$ cat config.mk
export PLATFORM = sky130hd
export DESIGN_NAME = fb_write_arbiter
export DESIGN_NICKNAME = d
export VERILOG_FILES = /design/src/rtl/fb_write_arbiter.sv
export SDC_FILE = /design/constraint.sdc
export NUM_CORES = 1
export LEC_CHECK = 0
export ABC_AREA = 1
export CAP_MARGIN = 15
export CELL_PAD_IN_SITES_DETAIL_PLACEMENT = 0
export CELL_PAD_IN_SITES_GLOBAL_PLACEMENT = 1
export CORE_UTILIZATION = 35
export DETAILED_ROUTE_END_ITERATION = 10
export PLACE_DENSITY_LB_ADDON = 0.1
export SLEW_MARGIN = 5
export SYNTH_ARGS = -nofsm -noshare
export SYNTH_HDL_FRONTEND = slang
export SYNTH_SLANG_ARGS = --single-unit
$ cat constraint.sdc
create_clock -name HCLK -period 2.09 [get_ports HCLK]
set_clock_uncertainty 0.2 [all_clocks]
set_input_delay 0.209 -clock HCLK [delete_from_list [all_inputs] [get_ports HCLK]]
set_output_delay 0.209 -clock HCLK [all_outputs]
set_load 0.005 [all_outputs]
$ cat src/rtl/fb_write_arbiter.sv
// fb_write_arbiter: round-robin share of the 1-bit frame-buffer write port between CPU and accelerator, with screen clear
//
// Purpose
//   Port 0 (CPU) and port 1 (accelerator) compete for a single registered write stage
//   that drives the VGA frame store. A hardware sequencer can take over the stage and
//   fill the whole screen with one value in raster order.
//
// Ports
//   HCLK, HRESET                   clock, asynchronous active-high reset
//   req{0,1}_valid/x/y/pixel       write requests (hold stable until ready)
//   req{0,1}_ready                 request accepted this cycle (combinational)
//   clear_start, clear_value       one-cycle clear pulse and fill value
//   clear_busy                     clear sequence in progress
//   fb_we/x/y/pixel, grant_id      registered write towards the frame buffer
//   fb_ready                       frame buffer accepts the write held on fb_*
module fb_write_arbiter #(
    parameter int X_W   = 10,
    parameter int Y_W   = 9,
    parameter int H_RES = 640,
    parameter int V_RES = 480
) (
    input  logic           HCLK,
    input  logic           HRESET,
    input  logic           req0_valid,
    input  logic [X_W-1:0] req0_x,
    input  logic [Y_W-1:0] req0_y,
    input  logic           req0_pixel,
    output logic           req0_ready,
    input  logic           req1_valid,
    input  logic [X_W-1:0] req1_x,
    input  logic [Y_W-1:0] req1_y,
    input  logic           req1_pixel,
    output logic           req1_ready,
    input  logic           clear_start,
    input  logic           clear_value,
    output logic           clear_busy,
    output logic           fb_we,
    output logic [X_W-1:0] fb_x,
    output logic [Y_W-1:0] fb_y,
    output logic           fb_pixel,
    input  logic           fb_ready,
    output logic           grant_id
);
    localparam logic [X_W-1:0] X_LAST = X_W'(H_RES - 1);
    localparam logic [Y_W-1:0] Y_LAST = Y_W'(V_RES - 1);
    typedef enum logic [1:0] {IDLE, CLR_DRAIN, CLR_RUN} state_t;
    state_t         r_state;
    logic           r_last;
    logic           r_busy;
    logic           r_val;
    logic           r_we;
    logic           r_pix;
    logic           r_gid;
    logic [X_W-1:0] r_x;
    logic [Y_W-1:0] r_y;
    logic [X_W-1:0] r_cx;
    logic [Y_W-1:0] r_cy;
    logic           w_can_load;
    logic           w_clr_go;
    logic           w_arb;
    logic           w_sel1;
    logic           w_grant;
    logic           w_in_range;
    logic           w_clr_last;
    logic [X_W-1:0] w_gx;
    logic [Y_W-1:0] w_gy;
    logic           w_gpix;
    assign w_can_load = !r_we || fb_ready;
    assign w_clr_go   = r_state == IDLE && !r_busy && clear_start;
    // Requests are stalled for the whole clear, including the wait for its final write.
    assign w_arb      = r_state == IDLE && !r_busy && !clear_start && w_can_load && !HRESET;
    // r_last holds the last-granted port; on contention the other port wins.
    assign w_sel1     = req1_valid && (!req0_valid || !r_last);
    assign req0_ready = w_arb && req0_valid && !w_sel1;
    assign req1_ready = w_arb && w_sel1;
    assign w_grant    = req0_ready || req1_ready;
    assign w_gx       = w_sel1 ? req1_x : req0_x;
    assign w_gy       = w_sel1 ? req1_y : req0_y;
    assign w_gpix     = w_sel1 ? req1_pixel : req0_pixel;
    assign w_in_range = w_gx <= X_LAST && w_gy <= Y_LAST;
    assign w_clr_last = r_cx == X_LAST && r_cy == Y_LAST;
    assign clear_busy = r_busy;
    assign fb_we      = r_we;
    assign fb_x       = r_x;
    assign fb_y       = r_y;
    assign fb_pixel   = r_pix;
    assign grant_id   = r_gid;
    always_ff @(posedge HCLK or posedge HRESET) begin
        if (HRESET) begin
            r_state <= IDLE;
            r_last  <= 1'b1;
            r_busy  <= 1'b0;
            r_val   <= 1'b0;
            r_we    <= 1'b0;
            r_pix   <= 1'b0;
            r_gid   <= 1'b0;
            r_x     <= '0;
            r_y     <= '0;
            r_cx    <= '0;
            r_cy    <= '0;
        end else begin
            // A held write retires on fb_ready unless something reloads the stage below.
            if (w_can_load) r_we <= 1'b0;
            case (r_state)
                IDLE: begin
                    if (w_clr_go) begin
                        r_state <= CLR_DRAIN;
                        r_busy  <= 1'b1;
                        r_val   <= clear_value;
                    end else if (w_grant) begin
                        r_last <= w_sel1;
                        if (w_in_range) begin
                            r_we  <= 1'b1;
                            r_x   <= w_gx;
                            r_y   <= w_gy;
                            r_pix <= w_gpix;
                            r_gid <= w_sel1;
                        end
                    end else if (r_busy && r_we && fb_ready) begin
                        r_busy <= 1'b0;
                    end
                end
                CLR_DRAIN: if (w_can_load) r_state <= CLR_RUN;
                CLR_RUN: begin
                    if (w_can_load) begin
                        r_we  <= 1'b1;
                        r_x   <= r_cx;
                        r_y   <= r_cy;
                        r_pix <= r_val;
                        r_gid <= 1'b0;
                        if (w_clr_last) begin
                            r_state <= IDLE;
                            r_cx    <= '0;
                            r_cy    <= '0;
                        end else if (r_cx == X_LAST) begin
                            r_cx <= '0;
                            r_cy <= r_cy + 1'b1;
                        end else begin
                            r_cx <= r_cx + 1'b1;
                        end
                    end
                end
                default: r_state <= IDLE;
            endcase
        end
    end
endmodule
# After elaboration in Yosys (flattened, before gate mapping)

Cells that the tools add are included.

Register bits: 46
Output and inout bits: 25

Add/subtract/negate cells: 2
Order comparisons: 2
Eq/ne operators: 12
Mux-type cells: 41
Bitwise operators: 1
Reduce and logical (&&, ||, !) cells: 34

Operator list:

| cell                                                 | number |
|---|---|
| two-way mux 10 bit                                   | 7 |
| two-way mux 9 bit                                    | 7 |
| one-hot mux 10 bit (2 select lines)                  | 1 |
| one-hot mux 9 bit (2 select lines)                   | 1 |
| two-way mux 1 bit                                    | 17 |
| inequality test 2 bit (second input constant)        | 8 |
| logical AND 1 bit                                    | 13 |
| adder 10 x 1 -> 10 bit (second input constant)       | 1 |
| equality test 10 bit (second input constant)         | 1 |
| <= comparator 10 bit (second input constant)         | 1 |
| adder 9 x 1 -> 9 bit (second input constant)         | 1 |
| equality test 9 bit (second input constant)          | 1 |
| <= comparator 9 bit (second input constant)          | 1 |
| AND reduction 3 bit                                  | 3 |
| two-way mux 2 bit                                    | 4 |
| zero test 1 bit                                      | 7 |
| one-hot mux 1 bit (2 select lines)                   | 3 |
| one-hot mux 2 bit (3 select lines)                   | 1 |
| nonzero test 2 bit                                   | 3 |
| AND reduction 5 bit                                  | 1 |
| AND reduction 2 bit                                  | 2 |
| AND reduction 4 bit                                  | 1 |
| logical OR 1 bit                                     | 3 |
| equality test 2 x 1 -> 1 bit (second input constant) | 1 |
| 3 further kinds                                      | 3 |

# Logic depth before layout (Yosys ltp)

Gate-level depths: netlist of run 1.

Depth after elaboration: 11
Gate-level depth with buffers: 13

# Worst setup path after synthesis of run 1

No wires, ideal clock.

Path kind: register to register
From: reg r_last
To: reg r_x[7], in the netlist fb_x[7]
Setup time: 0.116 ns
Data arrival time: 1.468 ns
Setup slack: 0.306 ns
Stages on the path, launching flop included: 14
Period minus slack after synthesis: 1.784 ns
Cell sequence: dfstp_2 > nand2_2 > nand2_4 > buf_6 > nand2_2 > nand2_1 > nand2_1 > nand2_1 > nand2_2 > nand2_4 > nand2_4 > buf_12 > nand2_2 > nand2_1

Cells in the longest elaborated chain, start to end: 8
Elaborated cells on any way between the ends: 19

RTL lines:

| element                                                                                     | line | text |
|---|---|---|
| start: declaration                                                                          | 48   | `logic r_last;` |
| start signal: assignment                                                                    | 111  | `r_last <= w_sel1;` |
| zero test 1 bit (*)                                                                         | 73   | `assign w_sel1 = req1_valid && (!req0_valid \|\| !r_last);` |
| logical OR 1 bit (*)                                                                        | 73   |  |
| logical AND 1 bit (*)                                                                       | 73   |  |
| two-way mux 10 bit, or another cell as far along                                            | 77   | `assign w_gx = w_sel1 ? req1_x : req0_x;` |
| <= comparator 10 bit, or another cell as far along                                          | 80   | `assign w_in_range = w_gx <= X_LAST && w_gy <= Y_LAST;` |
| logical AND 1 bit, or another cell as far along                                             | 80   |  |
| inequality test 2 bit (no line) / two-way mux 10 bit (equally long branches)                | n/a  |  |
| AND reduction 5 bit (no line) / one-hot mux 10 bit (2 select lines) (equally long branches) | n/a  |  |
| end signal: assignment                                                                      | 114  | `r_x <= w_gx;` |
| end signal: assignment                                                                      | 127  | `r_x <= r_cx;` |
| end: declaration                                                                            | 54   | `logic [X_W-1:0] r_x;` |

Mark *: on every way between the ends. The rest lies on a longest branch, timed or not. The select of a mux whose other input is x is not followed.
A chain may end at the register's enable or synchronous reset.

# Worst setup path in the final report of run 1

From: reg r_last
To: out req0_ready

Cells in the longest elaborated chain, start to end: 5

RTL lines:

| element           | line | text |
|---|---|---|
| zero test 1 bit   | 73   |  |
| logical OR 1 bit  | 73   |  |
| logical AND 1 bit | 73   |  |
| zero test 1 bit   | 74   | `assign req0_ready = w_arb && req0_valid && !w_sel1;` |
| logical AND 1 bit | 74   |  |
| end: declaration  | 28   | `output logic req0_ready,` |

No other way between the ends.

==> flow_metrics.env, run 1 <==
export IMPL_reg2regPathDepth=13
export IMPL_drive_gt1_frac=0.171
export IMPL_power_frac_clock=0.144
export IMPL_vias_per_cell=4.75
export IMPL_timing_rr_start="r_last$_DFFE_PP1P_"
export IMPL_drt_iter0_drc=128
export IMPL_slew_headroom=0.745
export IMPL_pwr_share_seq=0.344
export IMPL_syn2layout_area_growth_pct=39.8
export IMPL_seqCellArea_um2=1150
export IMPL_synth_edf_count=0
export IMPL_dpl_cell_area_um2=3810
export IMPL_antenna_found_initial=0
export IMPL_start_kind="register"
export IMPL_numCtsBuffers=5
export IMPL_p_sw_frac=0.381
export IMPL_yosysUniqueCellTypes=29
export IMPL_grt_pass1_vias=2725
export IMPL_nFillCells=805
export IMPL_synth_area_um2=2810
export IMPL_gr_usage_all_layers=0.198
export IMPL_drc=0
export IMPL_drt_wl_total_um=7640
export IMPL_clk_latency_ns=0.31
export IMPL_leakage_uw=0.00192
export IMPL_async_reset_ff_frac=1.00
export IMPL_synth_warnings=0
export IMPL_hold_viol=0
export IMPL_start_util=0.362
export IMPL_cts_sinks=46
export IMPL_numPortBuffers=71
export IMPL_layout_setup_ws_ns=0.132
export IMPL_powerDensity_nw_per_um2=1020
export IMPL_rsz0062_at_grt="no"
export IMPL_synth_common_cells="104 x nand2_1, 45 x dfrtp_1, 36 x nand3_1"
export IMPL_cts_root_buf="clkbuf_8"
export IMPL_hp_class="input pin to asynchronous set/reset pin"
export IMPL_multi_input_area_um2=1410
export IMPL_ir_drop_mv=0.365
export IMPL_critPathKind="register to primary output"
export IMPL_ys_ff_latch=46
export IMPL_h_tree_depth=2
export IMPL_grt_max_degree=47
export IMPL_worstPathMaxFanout=4
export IMPL_worst_pin_slew_ns=0.381
export IMPL_fin_setup_tns_ns=0
export IMPL_grt_ovfl_total=0
export IMPL_cp_required_ns=1.68
export IMPL_setup_viol=0
export IMPL_cp_end_kind="primary output"
export IMPL_holdBufCountCts=0
export IMPL_dr_pass1_iters=4
export IMPL_wl_per_cell_um=13.3
export IMPL_fin_nets=522
export IMPL_synth_largest_area_cell="dfrtp_1"
export IMPL_status="finished, final reports clean"
export IMPL_coreArea_um2=7770
export IMPL_postSynthCellCount=379
export IMPL_rrSetupSlack_ns=0.16
export IMPL_clockBufferDepth=2
export IMPL_ys_seq_area_frac=0.410
export IMPL_min_period_ns=1.96
export IMPL_tritoncts="yes"
export IMPL_path_clk_slew_ns=0.09
export IMPL_synth_net_count=428
export IMPL_die_w_um=91.6
export IMPL_diodes=0
export IMPL_p_comb_frac=0.512
export IMPL_grt_first_pass_wirelength_um=13200
export IMPL_worst_hold_slack_ns=0.0790
export IMPL_critPathLaunch="r_last$_DFFE_PP1P_"
export IMPL_rows=32
export IMPL_fin_util=0.506
export IMPL_r2r_end="fb_x[0]$_DFFE_PP0P_"
export IMPL_die_y_um=91.6
export IMPL_maxCapViolCount=0
export IMPL_worstSetupEndpoint="req0_ready"
export IMPL_synth_most_common_cell="nand2_1"
export IMPL_place_hpwl_um=5940
export IMPL_p_switching_uw=1530
export IMPL_synth_ff_type="dfrtp_1"
export IMPL_ant_nets=0
export IMPL_yosys_top_cells_area="dfrtp_1 40%, nand2_1 14%, nand3_1 6.4%"
export IMPL_slew_viol_final=0
export IMPL_post_place_ws_ns=-0.0300
export IMPL_dieArea_um2=8400
export IMPL_synthesis_area_per_instance_um2=7.42
export IMPL_crit_arrival_ns=1.55
export IMPL_ioPinCount=72
export IMPL_fin_area_um2=3930
export IMPL_fmax_ghz=0.511
export IMPL_vias=2734
export IMPL_internal_power_uw=2490
export IMPL_netlist_area_leader_share=0.401
export IMPL_gp_congestion=0.801
export IMPL_fin_crit_sh=0.937
-- power groups by stage --
stage	combinational (uW)	sequential (uW)	clock (uW)
2_1_floorplan	1130	1400	0
3_3_place_gp	2050	1400	0
3_5_place_dp	2070	1400	0
4_1_cts	2090	1380	602
5_1_grt	2320	1420	634
6_report	2060	1380	578
-- sequential cells by signal, indices dropped and copies added (netlist names) --
register    count
fb_we           1
r_val           1
r_cx           10
r_cy            9
fb_pixel        1
fb_y            9
clear_busy      1
r_state         2
r_last          1
grant_id        1
fb_x           10
-- worst min path at each step --
stage                              from                  end  cells after the start
finish                           HRESET    r_val$_DFFE_PP0P_                      3
global route                     HRESET  r_cy[0]$_DFFE_PP0P_                      3
CTS                              HRESET  r_cy[7]$_DFFE_PP0P_                      3
detailed placement  fb_y[4]$_DFFE_PP0P_  fb_y[4]$_DFFE_PP0P_                      2
global placement    fb_y[2]$_DFFE_PP0P_  fb_y[2]$_DFFE_PP0P_                      2
floorplan                   clear_value    r_val$_DFFE_PP0P_                      1
-- critical path, cell delays in order (launching register included) --
cell	delay [ns]
dfstp_2	0.56
nand2_2	0.07
nand2_4	0.08
inv_2	0.06
o21ai_4	0.17
nor2_1	0.05
dlygate4sd2_1	0.26
-- layout by cell type (no fill, tap or decap) --
cell type and count:
nand4_1 8, a21oi_1 5, inv_2 5, nor2_1 34
clkbuf_8 5, o21ai_0 18, clkinv_1 1, o211ai_1 2
nand2_1 104, nor2_4 2, a31oi_1 13, mux2_2 1
nand3_1 36, inv_1 33, nor2_2 2, o21ai_4 1
clkdlybuf4s50_1 69, dlygate4sd2_1 2, nor3_2 1, xnor2_1 2
dfrtp_1 45, clkinv_4 1, buf_4 25, xor2_1 5
inv_6 1, dfstp_2 1, nand2_2 26, nand3b_1 7
clkinvlp_4 1, buf_12 5, nand2_4 4, nor3_1 7
ha_1 2
-- through the flow --
stage	std cells	power (uW)
after floorplan	379	2530
after global placement	565	3450
after detailed placement	565	3470
after CTS	576	4080
after global routing	576	4370
final	576	4020
-- area by class of cell --
type	count	area share
multi-input combinational	280	0.360
sequential	46	0.293
timing repair buffer	101	0.253
inverter	39	0.0372
tap	102	0.0325
clock buffer	5	0.0175
clock inverter	3	0.00637
-- metal layers --
layer,GRT usage,part of all wire,vias up
met2,0.320,0.46,50
met4,0.0582,0.011,0
met3,0.0274,0.038,8
met5,0,0,-
met1,0.276,0.49,1268
li1,-,-,1408
-- what timing repair did --
action / CTS / global route
setup buffers: 3 / 0
gates resized for setup: 3 / 0
setup endpoints to repair: 2 / 0
-- kinds of logic (layout without fill, tap and decap cells) --
family                   after synthesis  count (layout)  synth area share
AND/OR/NAND/NOR                      231             231             0.387
buffers and inverters                 53             148            0.0899
flip-flops                            46              46             0.410
AO/OA/AOI/OAI                         39              39            0.0783
XOR/XNOR                               7               7            0.0218
adder cells (fa/ha/maj)                2               2           0.00890
multiplexers                           1               1           0.00401
Note: power is estimated with default switching activity, not from simulation.
==> inputs of run 2 (changes only) <==
--- a/config.mk
+++ b/config.mk
@@ -9,6 +9,7 @@
 export CAP_MARGIN = 15
 export CELL_PAD_IN_SITES_DETAIL_PLACEMENT = 0
 export CELL_PAD_IN_SITES_GLOBAL_PLACEMENT = 1
+export CORE_MARGIN = 8
 export CORE_UTILIZATION = 35
 export DETAILED_ROUTE_END_ITERATION = 10
 export PLACE_DENSITY_LB_ADDON = 0.1
==> run 2 against run 1 <==
Effect of this change: sequential share of layout area is 0.45 points lower; global-route usage is 4.7 points lower; flip-flop and latch count unchanged; critical endpoint unchanged; largest cell class unchanged.
==> flow_metrics.env, run 2 (synthesis gave the netlist of run 1 again) <==
export IMPL_reg2regPathDepth=13
export IMPL_power_uw=4180
export IMPL_nFillCells=778
export IMPL_place_inst=568
export IMPL_fin_nets=526
export IMPL_fin_setup_tns_ns=0
export IMPL_fmax_ghz=0.507
export IMPL_maxCapViolCount=0
export IMPL_drc=0
export IMPL_dr_pass1_iters=4
export IMPL_fin_crit_sh=0.945
export IMPL_r2r_end="fb_pixel$_DFFE_PP0P_"
export IMPL_ir_drop_mv=0.581
export IMPL_grt_max_degree=47
export IMPL_cp_required_ns=1.68
export IMPL_internal_power_uw=2660
export IMPL_drive_gt1_frac=0.178
export IMPL_gp_congestion=0.805
export IMPL_ant_nets=0
export IMPL_final_cell_mix="103 x nand2_1, 69 x clkdlybuf4s50_1, 45 x dfrtp_1, 36 x nand3_1"
export IMPL_cp_end_kind="primary output"
export IMPL_cts_root_buf="clkbuf_8"
export IMPL_coreArea_um2=7770
export IMPL_gr_usage_all_layers=0.151
export IMPL_grt_ovfl_total=0
export IMPL_tritoncts="yes"
export IMPL_antenna_found_initial=0
export IMPL_holdBufCountCts=0
export IMPL_leakage_uw=0.00195
export IMPL_syn2layout_area_growth_pct=42.0
export IMPL_vias_per_cell=4.69
export IMPL_min_period_ns=1.97
export IMPL_numCtsBuffers=5
export IMPL_setup_viol=0
export IMPL_power_frac_clock=0.157
export IMPL_p_switching_uw=1530
export IMPL_slew_viol_final=0
export IMPL_p_comb_frac=0.513
export IMPL_h_tree_depth=2
export IMPL_drt_iter0_drc=139
export IMPL_start_kind="register"
export IMPL_clk_latency_ns=0.30
export IMPL_place_hpwl_um=6540
export IMPL_post_place_ws_ns=-0.0502
export IMPL_drt_wl_total_um=8250
export IMPL_cts_sinks=46
export IMPL_die_w_um=106
export IMPL_worst_pin_slew_ns=0.369
export IMPL_layout_commonest_cell="nand2_1"
export IMPL_start_util=0.362
export IMPL_status="finished, final reports clean"
export IMPL_clockBufferDepth=2
export IMPL_vias=2721
export IMPL_hp_class="input pin to asynchronous set/reset pin"
export IMPL_grt_pass1_vias=2742
export IMPL_critPathKind="register to primary output"
export IMPL_crit_arrival_ns=1.57
export IMPL_rsz0062_at_grt="no"
export IMPL_die_y_um=106
export IMPL_dieArea_um2=11200
export IMPL_rrSetupSlack_ns=0.13
export IMPL_diodes=0
export IMPL_numPortBuffers=71
export IMPL_fin_area_um2=3990
export IMPL_ioPinCount=72
export IMPL_powerDensity_nw_per_um2=1050
export IMPL_worstPathMaxFanout=6
export IMPL_layout_setup_ws_ns=0.116
export IMPL_path_clk_slew_ns=0.09
export IMPL_slew_headroom=0.753
export IMPL_hold_viol=0
export IMPL_timing_rr_start="r_last$_DFFE_PP1P_"
export IMPL_grt_first_pass_wirelength_um=13800
export IMPL_stdcell_count=580
export IMPL_dpl_cell_area_um2=3830
export IMPL_rows=32
export IMPL_wl_per_cell_um=14.2
export IMPL_pwr_share_seq=0.330
export IMPL_p_sw_frac=0.365
==> run 2: changes by cell type in the layout (fill, tap and decap cells not counted), sizes merged <==
cell | previous run | this run
clkbuf | 5 | 7
clkinvlp | 1 | 0
bufinv | 0 | 1
inv | 39 | 38
clkinv | 2 | 1
buf | 30 | 34
==> run 2: power groups by stage <==
stage          Clock, uW  Sequential (uW)  Combinational, uW
6_report             658             1380               2150
5_1_grt              703             1420               2410
4_1_cts              677             1380               2170
3_5_place_dp           0             1400               2130
3_3_place_gp           0             1400               2100
2_1_floorplan          0             1400               1130
==> run 2: repair_timing <==
item	CTS	global route
endpoints found under the setup margin	2	28
gates resized for setup	3	5
setup buffers	4	0
cloned	0	0
pin swaps	3	1
==> run 2: how the worst max path moves through the flow <==
| stage | depth (start not counted) | from | slack (ns) | end |
|---|---|---|---|---|
| 6_report | 6 | r_last$_DFFE_PP1P_ | 0.12 | req0_ready |
| 5_1_grt | 10 | r_cx[0]$_DFFE_PP0P_ | 0.001 | r_cy[4]$_DFFE_PP0P_ |
| 4_1_cts | 10 | r_cx[0]$_DFFE_PP0P_ | 0.05 | r_cy[4]$_DFFE_PP0P_ |
| 3_5_place_dp | 12 | req0_valid | -0.05 | fb_x[8]$_DFFE_PP0P_ |
| 3_3_place_gp | 12 | req0_valid | -0.04 | fb_x[8]$_DFFE_PP0P_ |
| 2_1_floorplan | 13 | r_last$_DFFE_PP1P_ | 0.31 | fb_x[7]$_DFFE_PP0P_ |
==> run 2: layout make-up <==
| cell class | instances | area, um2 | area share |
|---|---|---|---|
| multi-input cells | 280 | 1430 | 0.358 |
| flip-flops and latches | 46 | 1150 | 0.289 |
| repair buffers | 105 | 1030 | 0.258 |
| inverters | 39 | 146 | 0.0367 |
| well taps | 102 | 128 | 0.0320 |
| clock buffers | 7 | 76.3 | 0.0191 |
| clock inverters | 1 | 30.0 | 0.00752 |
==> run 2: critical path, stage by stage (launching register included) <==
cell           delay (ns)
dfstp_2              0.57
nand2_4              0.07
nand2_4              0.08
inv_2                0.07
o21ai_4              0.15
nor2_1               0.06
dlygate4sd2_1        0.26
==> run 2: through the flow <==
step / utilization / hold WS [ns]
after floorplan: - / 0.159
after global placement: 0.493 / 0.267
after detailed placement: 0.493 / 0.270
after CTS: 0.511 / 0.0904
after global routing: 0.514 / 0.124
final: 0.514 / 0.0711
==> run 2: layer usage <==
metal / up-vias / routed length [um] / GRT usage
li1: 1408 / - / -
met1: 1266 / 3980 / 0.204
met2: 42 / 3910 / 0.244
met3: 5 / 310 / 0.0305
met4: 0 / 50 / 0.0302
met5: - / 0 / 0
